===== src/rtl/movegen_pkg.sv =====
// Shared constants for the tt_um_chess move-generator driver:
// command opcodes, host ops, result fields and FSM state codes.
package movegen_pkg;

  localparam logic [3:0] OP_NOP    = 4'h0;
  localparam logic [3:0] OP_FRIEND = 4'h8;
  localparam logic [3:0] OP_FLIP   = 4'h9;
  localparam logic [3:0] OP_ROT    = 4'hA;
  localparam logic [3:0] OP_LOAD   = 4'hB;
  localparam logic [3:0] OP_ENALL  = 4'hC;
  localparam logic [3:0] OP_SETEN  = 4'hD;
  localparam logic [3:0] OP_FV     = 4'hE;
  localparam logic [3:0] OP_FA     = 4'hF;

  typedef enum logic [1:0] {
    HOST_LOAD   = 2'd0,
    HOST_ROTATE = 2'd1,
    HOST_FLIP   = 2'd2,
    HOST_GEN    = 2'd3
  } host_op_e;

  localparam int RES_ILLEGAL = 7;
  localparam int RES_NONE    = 6;

  localparam logic [3:0] S_IDLE     = 4'd0;
  localparam logic [3:0] S_CMD      = 4'd1;
  localparam logic [3:0] S_EN_ALL   = 4'd2;
  localparam logic [3:0] S_FV_ISSUE = 4'd3;
  localparam logic [3:0] S_FV_WAIT  = 4'd4;
  localparam logic [3:0] S_FA_ISSUE = 4'd5;
  localparam logic [3:0] S_FA_WAIT  = 4'd6;
  localparam logic [3:0] S_EMIT     = 4'd7;
  localparam logic [3:0] S_MASK_A   = 4'd8;
  localparam logic [3:0] S_REFRIEND = 4'd9;
  localparam logic [3:0] S_MASK_V   = 4'd10;
  localparam logic [3:0] S_DONE     = 4'd11;

endpackage


===== src/rtl/movegen_if.sv =====
// Host request and move-stream handshakes of the driver.
// master = host controller side, slave = movegen_driver.
interface movegen_if;
  import movegen_pkg::*;

  logic       host_valid;
  logic       host_ready;
  logic [1:0] host_op;
  logic [5:0] host_square;
  logic [3:0] host_piece;
  logic       mv_valid;
  logic       mv_ready;
  logic [5:0] mv_from;
  logic [5:0] mv_to;

  modport master (
    output host_valid, host_op,
    output host_square, host_piece,
    output mv_ready,
    input  host_ready,
    input  mv_valid, mv_from, mv_to
  );

  modport slave (
    input  host_valid, host_op,
    input  host_square, host_piece,
    input  mv_ready,
    output host_ready,
    output mv_valid, mv_from, mv_to
  );

endinterface


===== src/rtl/mg_cmd_encode.sv =====
// Maps (opcode, square, piece) onto the chip's addr/data lanes.
// OP_NOP yields the 0x00/0x00 idle pattern.
module mg_cmd_encode
  import movegen_pkg::*;
(
  input  logic [3:0] op,
  input  logic [5:0] sq,
  input  logic [3:0] pc,
  output logic [7:0] addr,
  output logic [7:0] data
);

  always_comb begin
    addr = {op, 4'h0};
    data = 8'h00;
    unique case (1'b1)
      (op == OP_LOAD): begin
        addr = {op, 2'b00, sq[5:4]};
        data = {sq[3:0], pc};
      end
      (op == OP_SETEN),
      (op == OP_FA): begin
        addr = {op, 2'b00, sq[5:4]};
        data = {sq[3:0], 4'h0};
      end
      default: ;
    endcase
  end

endmodule


===== src/rtl/movegen_driver.sv =====
// Host-side initiator for the tt_um_chess move generator:
// board setup commands and the MVV-LVA GENERATE sequence.
module movegen_driver
  import movegen_pkg::*;
#(
  parameter int RESP_LAT = 9,
  parameter int CNT_W    = 8
) (
  input  logic             clk,
  input  logic             rst,
  movegen_if.slave         bus,
  output logic             gen_done,
  output logic             gen_illegal,
  output logic [CNT_W-1:0] move_count,
  output logic [7:0]       mg_addr,
  output logic [7:0]       mg_data,
  input  logic [7:0]       mg_result
);

  localparam int CW = (RESP_LAT < 1) ? 1
                    : $clog2(RESP_LAT + 1);

  logic [3:0]    state, state_d;
  logic [CW-1:0] cnt;
  logic [5:0]    victim, aggr;
  logic          illegal_q;

  logic [3:0] op_d;
  logic [5:0] sq_d;
  logic [3:0] pc_d;
  logic [7:0] addr_d, data_d;

  logic       resp_now;
  logic       res_ill, res_none;
  logic       gen_req, mv_hs;
  logic [5:0] res_sq;

  assign resp_now = (cnt == '0);
  assign res_ill  = mg_result[RES_ILLEGAL];
  assign res_none = mg_result[RES_NONE];
  assign res_sq   = mg_result[5:0];

  assign gen_req = (state == S_IDLE) && bus.host_valid
                && (bus.host_op == HOST_GEN);
  assign mv_hs   = (state == S_EMIT) && bus.mv_ready;

  assign bus.host_ready = (state == S_IDLE);
  assign bus.mv_valid   = (state == S_EMIT);
  assign bus.mv_from    = aggr;
  assign bus.mv_to      = victim;

  assign gen_done    = (state == S_DONE);
  assign gen_illegal = gen_done && illegal_q;

  // The opcode chosen on a transition is the command of the
  // state being entered; it appears registered on the lanes.
  always_comb begin
    state_d = state;
    op_d    = OP_NOP;
    sq_d    = victim;
    pc_d    = 4'h0;
    case (state)
      S_IDLE: begin
        if (bus.host_valid) begin
          state_d = S_CMD;
          case (bus.host_op)
            HOST_LOAD: begin
              op_d = OP_LOAD;
              sq_d = bus.host_square;
              pc_d = bus.host_piece;
            end
            HOST_ROTATE: op_d = OP_ROT;
            HOST_FLIP:   op_d = OP_FLIP;
            default: begin
              state_d = S_EN_ALL;
              op_d    = OP_ENALL;
            end
          endcase
        end
      end
      S_CMD: state_d = S_IDLE;
      S_EN_ALL: begin
        state_d = S_FV_ISSUE;
        op_d    = OP_FV;
      end
      S_FV_ISSUE: state_d = S_FV_WAIT;
      S_FV_WAIT: begin
        if (resp_now) begin
          if (res_ill || res_none) begin
            state_d = S_DONE;
          end else begin
            state_d = S_FA_ISSUE;
            op_d    = OP_FA;
            sq_d    = res_sq;
          end
        end
      end
      S_FA_ISSUE: state_d = S_FA_WAIT;
      S_FA_WAIT: begin
        if (resp_now) begin
          if (res_none) begin
            state_d = S_REFRIEND;
            op_d    = OP_FRIEND;
          end else begin
            state_d = S_EMIT;
          end
        end
      end
      S_EMIT: begin
        if (bus.mv_ready) begin
          state_d = S_MASK_A;
          op_d    = OP_SETEN;
          sq_d    = aggr;
        end
      end
      S_MASK_A: begin
        state_d = S_FA_ISSUE;
        op_d    = OP_FA;
      end
      S_REFRIEND: begin
        state_d = S_MASK_V;
        op_d    = OP_SETEN;
      end
      S_MASK_V: begin
        state_d = S_FV_ISSUE;
        op_d    = OP_FV;
      end
      S_DONE:  state_d = S_IDLE;
      default: state_d = S_IDLE;
    endcase
  end

  mg_cmd_encode u_enc (
    .op   (op_d),
    .sq   (sq_d),
    .pc   (pc_d),
    .addr (addr_d),
    .data (data_d)
  );

  always_ff @(posedge clk) begin
    if (rst) begin
      state      <= S_IDLE;
      cnt        <= '0;
      victim     <= '0;
      aggr       <= '0;
      illegal_q  <= 1'b0;
      move_count <= '0;
      mg_addr    <= 8'h00;
      mg_data    <= 8'h00;
    end else begin
      state   <= state_d;
      mg_addr <= addr_d;
      mg_data <= data_d;
      if (state == S_FV_ISSUE || state == S_FA_ISSUE)
        cnt <= CW'(RESP_LAT - 1);
      else if (cnt != '0)
        cnt <= cnt - CW'(1);
      if (gen_req) begin
        move_count <= '0;
        illegal_q  <= 1'b0;
      end
      if (state == S_FV_WAIT && resp_now) begin
        illegal_q <= res_ill;
        if (!res_ill && !res_none)
          victim <= res_sq;
      end
      if (state == S_FA_WAIT && resp_now && !res_none)
        aggr <= res_sq;
      if (mv_hs && move_count != '1)
        move_count <= move_count + CNT_W'(1);
    end
  end

endmodule


===== src/flat_wrapper.sv =====
// flat-port wrapper written by rule: the top's interface ports become plain ports
module movegen_driver_flat import movegen_pkg::*;
#(
  parameter int RESP_LAT = 9,
  parameter int CNT_W    = 8
)
  (clk, rst, gen_done, gen_illegal, move_count, mg_addr, mg_data, mg_result, bus_host_valid, bus_host_op, bus_host_square, bus_host_piece, bus_mv_ready, bus_host_ready, bus_mv_valid, bus_mv_from, bus_mv_to);
  movegen_if bus_i ();
  input  logic clk;
  input  logic rst;
  output logic gen_done;
  output logic gen_illegal;
  output logic [CNT_W-1:0] move_count;
  output logic [7:0] mg_addr;
  output logic [7:0] mg_data;
  input  logic [7:0] mg_result;
  input wire logic [$bits(bus_i.host_valid)-1:0] bus_host_valid;
  input wire logic [$bits(bus_i.host_op)-1:0] bus_host_op;
  input wire logic [$bits(bus_i.host_square)-1:0] bus_host_square;
  input wire logic [$bits(bus_i.host_piece)-1:0] bus_host_piece;
  input wire logic [$bits(bus_i.mv_ready)-1:0] bus_mv_ready;
  output wire logic [$bits(bus_i.host_ready)-1:0] bus_host_ready;
  output wire logic [$bits(bus_i.mv_valid)-1:0] bus_mv_valid;
  output wire logic [$bits(bus_i.mv_from)-1:0] bus_mv_from;
  output wire logic [$bits(bus_i.mv_to)-1:0] bus_mv_to;
  assign bus_i.host_valid = bus_host_valid;
  assign bus_i.host_op = bus_host_op;
  assign bus_i.host_square = bus_host_square;
  assign bus_i.host_piece = bus_host_piece;
  assign bus_i.mv_ready = bus_mv_ready;
  assign bus_host_ready = bus_i.host_ready;
  assign bus_mv_valid = bus_i.mv_valid;
  assign bus_mv_from = bus_i.mv_from;
  assign bus_mv_to = bus_i.mv_to;
  movegen_driver #(.RESP_LAT(RESP_LAT), .CNT_W(CNT_W)) u_core (.clk(clk), .rst(rst), .bus(bus_i), .gen_done(gen_done), .gen_illegal(gen_illegal), .move_count(move_count), .mg_addr(mg_addr), .mg_data(mg_data), .mg_result(mg_result));
endmodule

===== config.mk =====
export PLATFORM = sky130hd
export DESIGN_NAME = movegen_driver_flat
export DESIGN_NICKNAME = d
export VERILOG_FILES = /design/src/rtl/movegen_pkg.sv /design/src/rtl/movegen_if.sv /design/src/rtl/mg_cmd_encode.sv /design/src/rtl/movegen_driver.sv /design/src/flat_wrapper.sv
export SDC_FILE = /design/constraint.sdc
export NUM_CORES = 1
export LEC_CHECK = 0
export CAP_MARGIN = 10
export CORE_ASPECT_RATIO = 1.1
export CORE_MARGIN = 3
export CORE_UTILIZATION = 47
export DETAILED_ROUTE_END_ITERATION = 10
export HOLD_SLACK_MARGIN = 0.15
export MAX_ROUTING_LAYER = met4
export PLACE_DENSITY = 0.86
export SYNTH_ARGS = -nofsm -noshare
export SYNTH_HDL_FRONTEND = slang
export SYNTH_SLANG_ARGS = --single-unit

===== constraint.sdc =====
create_clock -name clk -period 2.1 [get_ports clk]
set_clock_uncertainty 0.15 [all_clocks]
set_input_delay 0.525 -clock clk [delete_from_list [all_inputs] [get_ports clk]]
set_output_delay 0.525 -clock clk [all_outputs]
set_load 0.01 [all_outputs]

# Word-level counts from Yosys, hierarchy flattened
# Index checks and enable logic that the tools add are counted.
# word_totals
ff_bits	45
in_bits	24
# classes
add_sub_neg	2
eq_ne	21
muxes	32
n_bitwise	1
n_reduce_logical	28
# op_table
cell	count
2-to-1 mux 4 bit	17
case mux 4 bit (9 select lines)	1
2-to-1 mux 6 bit	5
== test 4 bit (second input constant)	7
case mux 4 bit (7 select lines)	1
case mux 6 bit (3 select lines)	1
== test 4 x 3 -> 1 bit (second input constant)	4
2-to-1 mux 8 bit	2
case mux 8 bit (2 select lines)	1
logical AND 1 bit	9
case mux 3 bit (3 select lines)	1
adder 8 x 1 -> 8 bit (second input constant)	1
== test 4 x 2 -> 1 bit (second input constant)	2
zero test 4 bit	2
inequality test 8 bit (second input constant)	1
OR reduction 2 bit	4
nonzero test 2 bit	3
OR reduction 3 bit	2
== test 2 bit (second input constant)	2
inequality test 2 x 1 -> 1 bit (second input constant)	2
inequality test 2 bit (second input constant)	2
AND reduction 4 bit	1
nonzero test 4 bit	1
subtractor 4 x 1 -> 4 bit (second input constant)	1
other kinds (8)	11

# Longest topological paths before layout
# Gate-level depths: netlist of the first run.
# logic_depth
ltp_word	8
mapped_depth	8
depth_no_buf	7

# Cells and area by module
# A second synthesis of the first run with hierarchy kept.
# hier_totals
cells_unflattened	287
area_unflattened_um2	2469.9
# modules_own_cells
module	n_inst	cells_per_inst	area_per_inst_um2	seq_area_each_um2
movegen_driver	1	268	2338.5	900.9
mg_cmd_encode	1	19	131.4	0.0

# Worst setup path after synthesis of the first run
# Ideal clock, no wire load.
# synth_timing
path_kind	register -> output
start	register u_core.state[3]
end	output gen_illegal
arrival_time_ns	1.282
required_time_ns	1.425
setup_slack_ns	0.143
path_stages_with_launch	6
path_cell_list	dfxtp_1 > buf_2 > clkbuf_1 > nand2_1 > nor2_1 > and2_1
# synth_between
elab_chain_cells	2
# synth_lines
element	line_no	rtl
start: declaration	movegen_driver.sv:23	logic [3:0] state, state_d;
start signal: assignment	movegen_driver.sv:152	state <= state_d;
== test 4 bit	movegen_driver.sv:52	assign gen_done = (state == S_DONE);
via gen_done	flat_wrapper.sv:11	output logic gen_done;
logical AND 1 bit	movegen_driver.sv:53	assign gen_illegal = gen_done && illegal_q;
end: declaration	flat_wrapper.sv:12	output logic gen_illegal;
# The timed path passes the listed nets, and every way through them passes these cells.

# Worst setup path in the final report of the first run
# layout_timing
start	register u_core.state[0]
end	output gen_illegal
# layout_between
elab_chain_cells	2
# layout_lines
element	line_no
== test 4 bit	movegen_driver.sv:52
logical AND 1 bit	movegen_driver.sv:53
# Every way passes these cells.

==> impl_results.md, run 1 <==
* Post-synthesis area per instance at 8.53 um2
* MaxCap Viol Count at 0
* Post-synth EDFFs at 0
* Async SR Flop Fraction at 0%
* Multiplexer share of the synthesized area at 3.83%
* Initial Util at 49.2%
* Largest net degree at the start of global routing at 26
* Vias in the first global route at 2101
* Worst setup path start: u_core.state[0]
* Tcrit/Tclk final at 96.0%
* Worst Setup End Kind: output pin
* Top FF cell, synth: dfxtp_1
* Final setup viols at 0
* Vias post-DR at 2197
* Peak VDD IR at 0.375 mV
* Final worst path period need at 2020 ps
* Warnings, synthesis at 0
* Critical path startpoint category: flip-flop
* FP Rows at 25
* Max clock buf depth at 2
* Placed insts at 383
* Area of the multi-input gates at 1200 um2
* Register area share after synthesis at 40.5%
* Leakage at 1.16 nW
* Fillers at 327
* DIE HEIGHT at 76.5 um
* CP delay by family, top: simple AND/OR/NAND/NOR gates
* Post-Synthesis Cells at 249
* Vias per cell at 5.60
* Clock Latency Late Sink at 300 ps
* Synth cell types at 56
* GRT Total Usage at 23.3%
* Hold Slack at 335 ps
* First-iteration detailed-routing DRC count at 173
* Total Wirelength at 5.99 mm
* Total CTS buffers at 5
* Simple-gate share of the synthesized area at 25.2%
* Crit-path max cell delay at 390 ps
* Hold buffers post-CTS at 0
* Worst Path Required at 1420 ps
* CP Class: flip-flop to output pin
* Share of the synthesized area in the top cell type at 40.5%
* Area leader, netlist: dfxtp_1
* Hold Crit Class: flip-flop to flip-flop
* DR pass1 iterations at 4
* Routability congestion estimate at 0.876
* Total power at 2.04 mW
* Reg-to-reg critical path startpoint: u_core.cnt[0]
* Slowest CP cell: dfxtp_4
* # DRC at 0
* Crit Path Max Fanout at 6
* Die W at 70.1 um
* CTS H-tree lvls at 2
* Fmax at 496 MHz
* Top Ports at 64
* Clock sinks at 43
* Adder-cell area share of the yosys netlist at 1.18%
* Initial antenna violation count at 0
* Post-route non-filler standard cell count at 392
* Total congestion overflow at 0
* Synth Register Bits at 43
* Hold Startpoint: u_core.bus.mv_to[0]
* Slew Viols, Final at 0
* Status: finished clean
* Synth Area in Compound Gates at 22.3%
* Largest family of logic cells by synthesized area: simple AND/OR/NAND/NOR gates
* Synth area leaders: dfxtp_1, nand2_1, a21oi_1
* Area growth, synth to finish at 47.0%
* Root Buffer: clkbuf_8
* Worst slack at placement at -401 ps
* Most frequent cell after synthesis: dfxtp_1
* # diodes at 0
* Wirelength per Cell at 15.3 um
* WP data arrival at 1340 ps
* Final core utilization at 72.3%
* Final nets at 363
* CP Cell Sequence: nand2_1 -> nor2_1 -> and2_1 -> dlygate4sd2_1
* Post-Synth XOR/XNOR Area at 2.06%
* CORE AREA at 4320 um2
* Clock transition at path regs at 80 ps
* Antenna-violating nets left at 0
* Share of cells above drive strength 1 at 16.9%
* Input/output buffers at 61
* Worst setup margin at 83.0 ps
* Most instantiated cells after synthesis: dfxtp_1, nand2_1, a21oi_1, nor2_1
* CTS tree: yes
* Die footprint at 5360 um2
* Power density cells at 652 nW/um2
* First-pass GRT wire length at 9.92 mm
* Hpwl dp at 4.53 mm
* Worst path bufs/invs at 1
* Synth Cell Area at 2120 um2
* Hold Fails Final Rpt at 0
* Register Area at 871 um2
[routing by layer]
| layer | global-route usage (%) | vias up | wire (um) |
|---|---|---|---|
| li1 | - | 1081 | - |
| met1 | 26.8 | 1033 | 2490 |
| met2 | 39.4 | 75 | 3090 |
| met3 | 6.46 | 8 | 340 |
| met4 | 6.70 | 0 | 70 |
| met5 | - | - | 0 |
[stage by stage]
stage | TNS [ps] | instance area (um2)
after global routing | -40.8 | 3120
after global placement | -2170 | 2990
after detailed placement | -2320 | 2990
final | 0 | 3120
after CTS | 0 | 3090
after floorplan | 0 | 2130
[final timing paths]
kind	to	slack [ps]	cells past startpoint
hold reg to reg	u_core.bus.mv_to[0]	340	2
hold / removal	u_core.bus.mv_to[0]	340	2
setup / recovery	gen_illegal	80	4
setup reg to reg	u_core.mg_data[7]	90	9
[flip-flops by register name, summed over array words and instances (netlist names)]
register	cells
u_core.illegal_q	1
u_core.bus.mv_to	6
u_core.move_count	8
u_core.cnt	4
u_core.bus.mv_from	6
u_core.mg_addr	6
u_core.mg_data	8
u_core.state	4
[where the power goes]
part / internal (mW) / switching, mW / total [mW]
Sequential: 0.861 / 0.0387 / 0.899
Combinational: 0.321 / 0.297 / 0.619
Clock: 0.232 / 0.284 / 0.517
Total: 1.41 / 0.620 / 2.04
[placed cells by master, fill, tap and decap left out, types with 2 or more instances in the layout]
master / instances
a211oi_1: 2
a21oi_1: 20
a221o_1: 2
a22oi_1: 7
a311oi_1: 3
a31oi_1: 7
a32oi_1: 2
a41oi_1: 2
and2_1: 5
and3_1: 6
buf_4: 33
clkbuf_8: 5
clkdlybuf4s50_1: 55
conb_1: 2
dfxtp_1: 39
dfxtp_2: 2
dfxtp_4: 2
dlygate4sd2_1: 6
inv_1: 7
mux2i_1: 7
nand2_1: 29
nand2b_1: 6
nand3_1: 8
nand3b_1: 5
nand4_1: 5
nor2_1: 20
nor2b_1: 3
nor3_1: 2
o211ai_1: 3
o21ai_0: 3
o31ai_1: 2
xnor2_1: 3
xor2_1: 2
[area by class of cell]
class	instances	area share [%]
Multi-Input combinational cell	185	38.5
Sequential cell	43	27.9
Timing Repair Buffer	95	27.9
Clock buffer	6	2.32
Tap cell	54	2.16
Inverter	7	0.841
Clock inverter	2	0.401
[cells by family (layout without fill, tap and decap cells)]
group / count (synthesis) / count (layout)
flip-flops: 43 / 43
XOR/XNOR: 5 / 5
AO/OA/AOI/OAI: 66 / 66
adder cells (fa/ha/maj): 2 / 2
AND/OR/NAND/NOR: 102 / 102
multiplexers: 8 / 8
other: 1 / 2
buffers and inverters: 22 / 110
[worst min-delay path, delay by kind of cell, from the launching register on]
family | cells | cell delay, ps
DFF | 1 | 330
and+or+nand+nor | 1 | 60
AOI/OAI and AO/OA | 1 | 50
[repair_timing]
action | in CTS | in global routing
resized for setup | 14 | 5
pin swaps | 3 | 1
endpoints found under the setup margin | 10 | 14
gates cloned | 0 | 0
setup buffers | 0 | 1
Note: power is estimated with default switching activity, not from simulation.
==> run 2, diff against run 1 <==
--- a/config.mk
+++ b/config.mk
@@ -13,6 +13,7 @@
 export HOLD_SLACK_MARGIN = 0.15
 export MAX_ROUTING_LAYER = met4
 export PLACE_DENSITY = 0.86
+export SKIP_LAST_GASP = 1
 export SYNTH_ARGS = -nofsm -noshare
 export SYNTH_HDL_FRONTEND = slang
 export SYNTH_SLANG_ARGS = --single-unit
==> impl_results.md, run 2 (synthesized netlist as in run 1, its figures left out) <==
* Largest net degree at the start of global routing at 26 (unchanged)
* Die W at 70.1 um (unchanged)
* Fmax at 498 MHz (+0.37%)
* MaxCap Viol Count at 0 (unchanged)
* DR pass1 iterations at 4 (unchanged)
* Die footprint at 5360 um2 (unchanged)
* Hold Crit Class: flip-flop to flip-flop
* Worst Path Required at 1420 ps (about the same)
* RR Endpoint: u_core.mg_data[7]
* First-iteration detailed-routing DRC count at 154 (-11%)
* Hold Path Depth at 2 (unchanged)
* Vias in the first global route at 2101 (unchanged)
* CP Class: flip-flop to output pin
* Initial Util at 49.2% (unchanged)
* Root Buffer: clkbuf_8
* Hold Startpoint: u_core.bus.mv_to[0]
* DIE HEIGHT at 76.5 um (unchanged)
* WP data arrival at 1330 ps (about the same)
* Crit Path Max Fanout at 6 (unchanged)
* CP delay by family, top: buffers and inverters
* CTS H-tree lvls at 2 (unchanged)
* Worst setup margin at 90.4 ps (+7.39 ps)
* Final setup viols at 0 (unchanged)
* Hpwl dp at 4.53 mm (unchanged)
* Post-route non-filler standard cell count at 392 (unchanged)
* Peak VDD IR at 0.374 mV (-0.29%)
* Worst Setup End Kind: output pin
* GRT Total Usage at 23.3% (unchanged)
* CTS tree: yes
* Wirelength per Cell at 15.2 um (-0.35%)
* Status: finished clean
* Vias post-DR at 2188 (-0.41%)
* CP Depth at 1 (-3)
* CP Cell Sequence: clkdlybuf4s50_1
* Clock transition at path regs at 80 ps (about the same)
* Worst path bufs/invs at 1 (unchanged)
* Initial antenna violation count at 0 (unchanged)
* Slew Viols, Final at 0 (unchanged)
* Placed insts at 383 (unchanged)
* Crit-path max cell delay at 580 ps (+190 ps)
* Leading cell types in the layout, fill and taps excluded: clkdlybuf4s50_1, dfxtp_1, buf_4
* Final nets at 363 (unchanged)
* Total congestion overflow at 0 (unchanged)
* Slowest CP cell: clkdlybuf4s50_1
* Clock sinks at 43 (unchanged)
* Power density cells at 650 nW/um2 (-0.32%)
* Leakage at 1.17 nW (+1.2%)
* Antenna-violating nets left at 0 (unchanged)
* Area growth, synth to finish at 47.3%
* Commonest non-fill, non-tap cell in the layout: clkdlybuf4s50_1
* Hold Path End: u_core.bus.mv_to[0]
* Largest registers: u_core.mg_data: 8 flops, u_core.move_count: 8 flops
* # diodes at 0 (unchanged)
* Fin Setup TNS at 0 ps (unchanged)
* Clock Latency Late Sink at 300 ps (about the same)
* Top Ports at 64 (unchanged)
* # DRC at 0 (unchanged)
* CORE AREA at 4320 um2 (unchanged)
* Worst slack at placement at -401 ps (unchanged)
* First-pass GRT wire length at 9.92 mm (unchanged)
* Vias per cell at 5.58 (-0.41%)
* FP Rows at 25 (unchanged)
* FF-to-FF path depth at 9 (unchanged)
* Total CTS buffers at 5 (unchanged)
* Max clock buf depth at 2 (unchanged)
* Tcrit/Tclk final at 95.7% (-0.35 points)
* Total Wirelength at 5.97 mm (-0.35%)
* Input/output buffers at 61 (unchanged)
* Hold Fails Final Rpt at 0 (unchanged)
* Reg-to-reg critical path startpoint: u_core.cnt[0]
* Final worst path period need at 2010 ps (-7.39 ps)
* FF-to-FF setup slack at 90 ps (about the same)
* Routability congestion estimate at 0.876 (unchanged)
* Critical path startpoint category: flip-flop
* Share of cells above drive strength 1 at 17.2% (+0.30 points)
## run 2: how the worst max path moves through the flow
stage                         startpoint                end  slack (ps)
CTS                      u_core.state[0]        gen_illegal        -170
detailed placement        bus_host_valid  u_core.mg_data[7]        -400
global route               u_core.cnt[0]  u_core.mg_addr[0]         -20
global placement          bus_host_valid  u_core.mg_data[5]        -340
finish              u_core.move_count[6]      move_count[6]          90
floorplan                u_core.state[3]        gen_illegal         140
## run 2: power by group
part / leakage, nW / total [mW] / internal (mW) / switching (mW)
registers: 0.351 / 0.899 / 0.861 / 0.0385
clock network: 0.0412 / 0.515 / 0.232 / 0.283
logic: 0.778 / 0.618 / 0.321 / 0.297
total: 1.17 / 2.03 / 1.41 / 0.618
## run 2: layer usage
metal | global-route usage [%] | vias up | routed length (um)
li1 | - | 1082 | -
met1 | 26.8 | 1023 | 2450
met2 | 39.4 | 74 | 3080
met3 | 6.46 | 9 | 358
met4 | 6.70 | 0 | 73
met5 | - | - | 0
## run 2: layout make-up
cell class,instances,area (um2)
inverters,7,26.3
clock buffers,6,72.6
repair buffers,95,875
fillers,326,1190
well taps,54,67.6
flip-flops and latches,43,871
multi-input cells,185,1200
clock inverters,2,12.5
## run 2: timing repair
item	in CTS	in global routing
cloned	0	0
endpoints found under the hold margin	0	0
buffers inserted	0	1
resized for setup	13	7
setup endpoints to repair	10	15
hold buffers	0	0
pin swaps	3	1
## run 2: tightest hold or removal path, delay by kind of cell, from the launching register on
kind	cells	cell delay, ps
simple gates	1	60
flops	1	330
compound gates	1	50
## run 2: per-stage QoR
| stage | util [%] | total power [mW] | instance area (um2) | hold WS (ps) |
|---|---|---|---|---|
| after floorplan | - | 1.24 | 2130 | 293 |
| after global routing | 72.5 | 2.13 | 3130 | 351 |
| final | 72.5 | 2.03 | 3130 | 336 |
| after CTS | 71.7 | 2.00 | 3100 | 334 |
| after global placement | 69.3 | 1.46 | 2990 | 311 |
| after detailed placement | 69.3 | 1.48 | 2990 | 323 |
==> run 3, diff against run 2 <==
--- a/config.mk
+++ b/config.mk
@@ -9,6 +9,7 @@
 export CORE_ASPECT_RATIO = 1.1
 export CORE_MARGIN = 3
 export CORE_UTILIZATION = 47
+export CTS_BUF_LIST = sky130_fd_sc_hd__clkbuf_16
 export DETAILED_ROUTE_END_ITERATION = 10
 export HOLD_SLACK_MARGIN = 0.15
 export MAX_ROUTING_LAYER = met4
==> constraint.sdc (replaced) <==
create_clock -name clk -period 2.3 [get_ports clk]
set_clock_uncertainty 0.15 [all_clocks]
set_input_delay 0.575 -clock clk [delete_from_list [all_inputs] [get_ports clk]]
set_output_delay 0.575 -clock clk [all_outputs]
set_load 0.01 [all_outputs]
==> impl_results.md, run 3 (synthesized netlist as in run 1, its figures left out) <==
* Status: finished clean
* CP Class: flip-flop to output pin
* FP Rows at 25 (unchanged)
* Hold Fails Final Rpt at 0 (unchanged)
* Slew Viols, Final at 0 (unchanged)
* Hold Crit Class: flip-flop to flip-flop
* DR pass1 iterations at 4 (unchanged)
* First-pass GRT wire length at 10.1 mm (+2.1%)
* Worst Tran Pin Value at 490 ps
* Initial Util at 49.2% (unchanged)
* Input/output buffers at 61 (unchanged)
* Max clock buf depth at 2 (unchanged)
* Hpwl dp at 4.55 mm (+0.44%)
* Die W at 70.1 um (unchanged)
* Routability congestion estimate at 0.900 (+2.8%)
* GR peak layer: met2
* Tcrit/Tclk final at 97.8%
* Die footprint at 5360 um2 (unchanged)
* DIE HEIGHT at 76.5 um (unchanged)
* Area growth, synth to finish at 46.8%
* Reg-to-reg critical path startpoint: u_core.state[0]
* Final nets at 358 (-1.4%)
* Worst Setup End Kind: output pin
* Critical path startpoint category: flip-flop
* Antenna-violating nets left at 0 (unchanged)
* Worst setup path start: u_core.state[3]
* Leading cell types in the layout, fill and taps excluded: clkdlybuf4s50_1, dfxtp_1, nand2_1, buf_4, a21oi_1
* Final setup viols at 0 (unchanged)
* Wirelength per Cell at 15.7 um (+3.3%)
* Vias in the first global route at 2142 (+2.0%)
* WP data arrival at 1520 ps (+190 ps)
* Total power at 2.01 mW (-1.1%)
* Top Ports at 64 (unchanged)
* Hold Startpoint: u_core.bus.mv_to[1]
* Final worst path period need at 2250 ps
* MaxCap Viol Count at 0 (unchanged)
* Clock transition at path regs at 60 ps (-20 ps)
* Largest net degree at the start of global routing at 18 (-31%)
* M3 GR Usage at 4.75% (-1.7 points)
* Largest registers: u_core.mg_data: 8 flops, u_core.move_count: 8 flops
* Commonest non-fill, non-tap cell in the layout: clkdlybuf4s50_1
* Power density cells at 645 nW/um2 (-0.76%)
* Peak VDD IR at 0.416 mV (+11%)
* Initial antenna violation count at 0 (unchanged)
* Share of cells above drive strength 1 at 15.0% (-2.1 points)
* Final core utilization at 72.2% (-0.26 points)
* CTS tree: yes
* GRT Total Usage at 23.5% (+0.20 points)
* Vias per cell at 5.71 (+2.2%)
* First-iteration detailed-routing DRC count at 147 (-4.5%)
* Clock Latency Late Sink at 280 ps (-20 ps)
* Fmax at 445 MHz
* # diodes at 0 (unchanged)
* Total Wirelength at 6.09 mm (+1.9%)
* Clock sinks at 43 (unchanged)
* Total congestion overflow at 0 (unchanged)
* Leakage at 1.15 nW (-1.3%)
* Worst Path Required at 1570 ps (+150 ps)
* Met1 Track Usage GR at 28.4% (+1.6 points)
* Fillers at 339 (+4.0%)
* Final instance area at 3120 um2 (-0.36%)
* Vias post-DR at 2208 (+0.91%)
* CTS H-tree lvls at 2 (unchanged)
* # DRC at 0 (unchanged)
* Fin Setup TNS at 0 ps (unchanged)
* Post-route non-filler standard cell count at 387 (-1.3%)
* Hold buffers post-CTS at 0 (unchanged)
* CORE AREA at 4320 um2 (unchanged)
* Slew headroom at 67.1%
* Crit Path Max Fanout at 9 (+3)
* Met2 Resource Use GR at 39.4% (unchanged)
* Area after DPL at 2940 um2 (-1.7%)
* Placed insts at 378 (-1.3%)
* Total CTS buffers at 5 (unchanged)
* Root Buffer: clkbuf_16
run 3: changes by cell type in the layout (fill, tap and decap cells not counted), moves of 4 or more:
cell | previous run | this run
buf_4 | 33 | 29
clkdlybuf4s50_1 | 55 | 59
clkbuf_16 | 0 | 5
dlygate4sd2_1 | 5 | 1
clkbuf_8 | 5 | 0
run 3: final timing paths:
path	slack [ps]	depth (start not counted)	to
setup reg to reg	200	6	u_core.mg_data[7]
hold / removal	330	2	u_core.bus.mv_to[1]
hold reg to reg	330	2	u_core.bus.mv_to[1]
setup / recovery	50	2	bus_mv_valid
run 3: cell type report:
type / instances / area (um2) / share of cell area [%]
Multi-Input combinational cell: 185 / 1180 / 38.0
Sequential cell: 43 / 868 / 27.8
Timing Repair Buffer: 90 / 830 / 26.6
Clock buffer: 5 / 125 / 4.01
Tap cell: 54 / 67.6 / 2.17
Inverter: 7 / 26.3 / 0.843
Clock inverter: 3 / 16.3 / 0.522
run 3: repair_timing:
item                       in CTS  in global routing
gates resized for setup         5                  7
pin swaps                       0                  1
buffers inserted                0                  1
setup endpoints to repair       3                  8
run 3: where the power goes:
part           internal (mW)  switching, mW
combinational          0.248          0.263
sequential             0.788         0.0327
clock                  0.396          0.283
run 3: routing by layer:
| layer | vias up | routed length [um] |
|---|---|---|
| met5 | - | 0 |
| met4 | 0 | 63 |
| met3 | 8 | 370 |
| met2 | 93 | 3120 |
| met1 | 1024 | 2530 |
| li1 | 1083 | - |
run 3: critical path, stage by stage, from the launching register on:
cell and delay, ps:
dfxtp_2 370, and4b_2 330, clkdlybuf4s50_1 550
run 3: stage by stage:
| step | setup WS (ps) | hold WS, ps |
|---|---|---|
| floorplan | 293 | 293 |
| global placement | -190 | 315 |
| detailed placement | -257 | 317 |
| CTS | 3.96 | 330 |
| global route | -11.1 | 358 |
| finish | 50.4 | 334 |
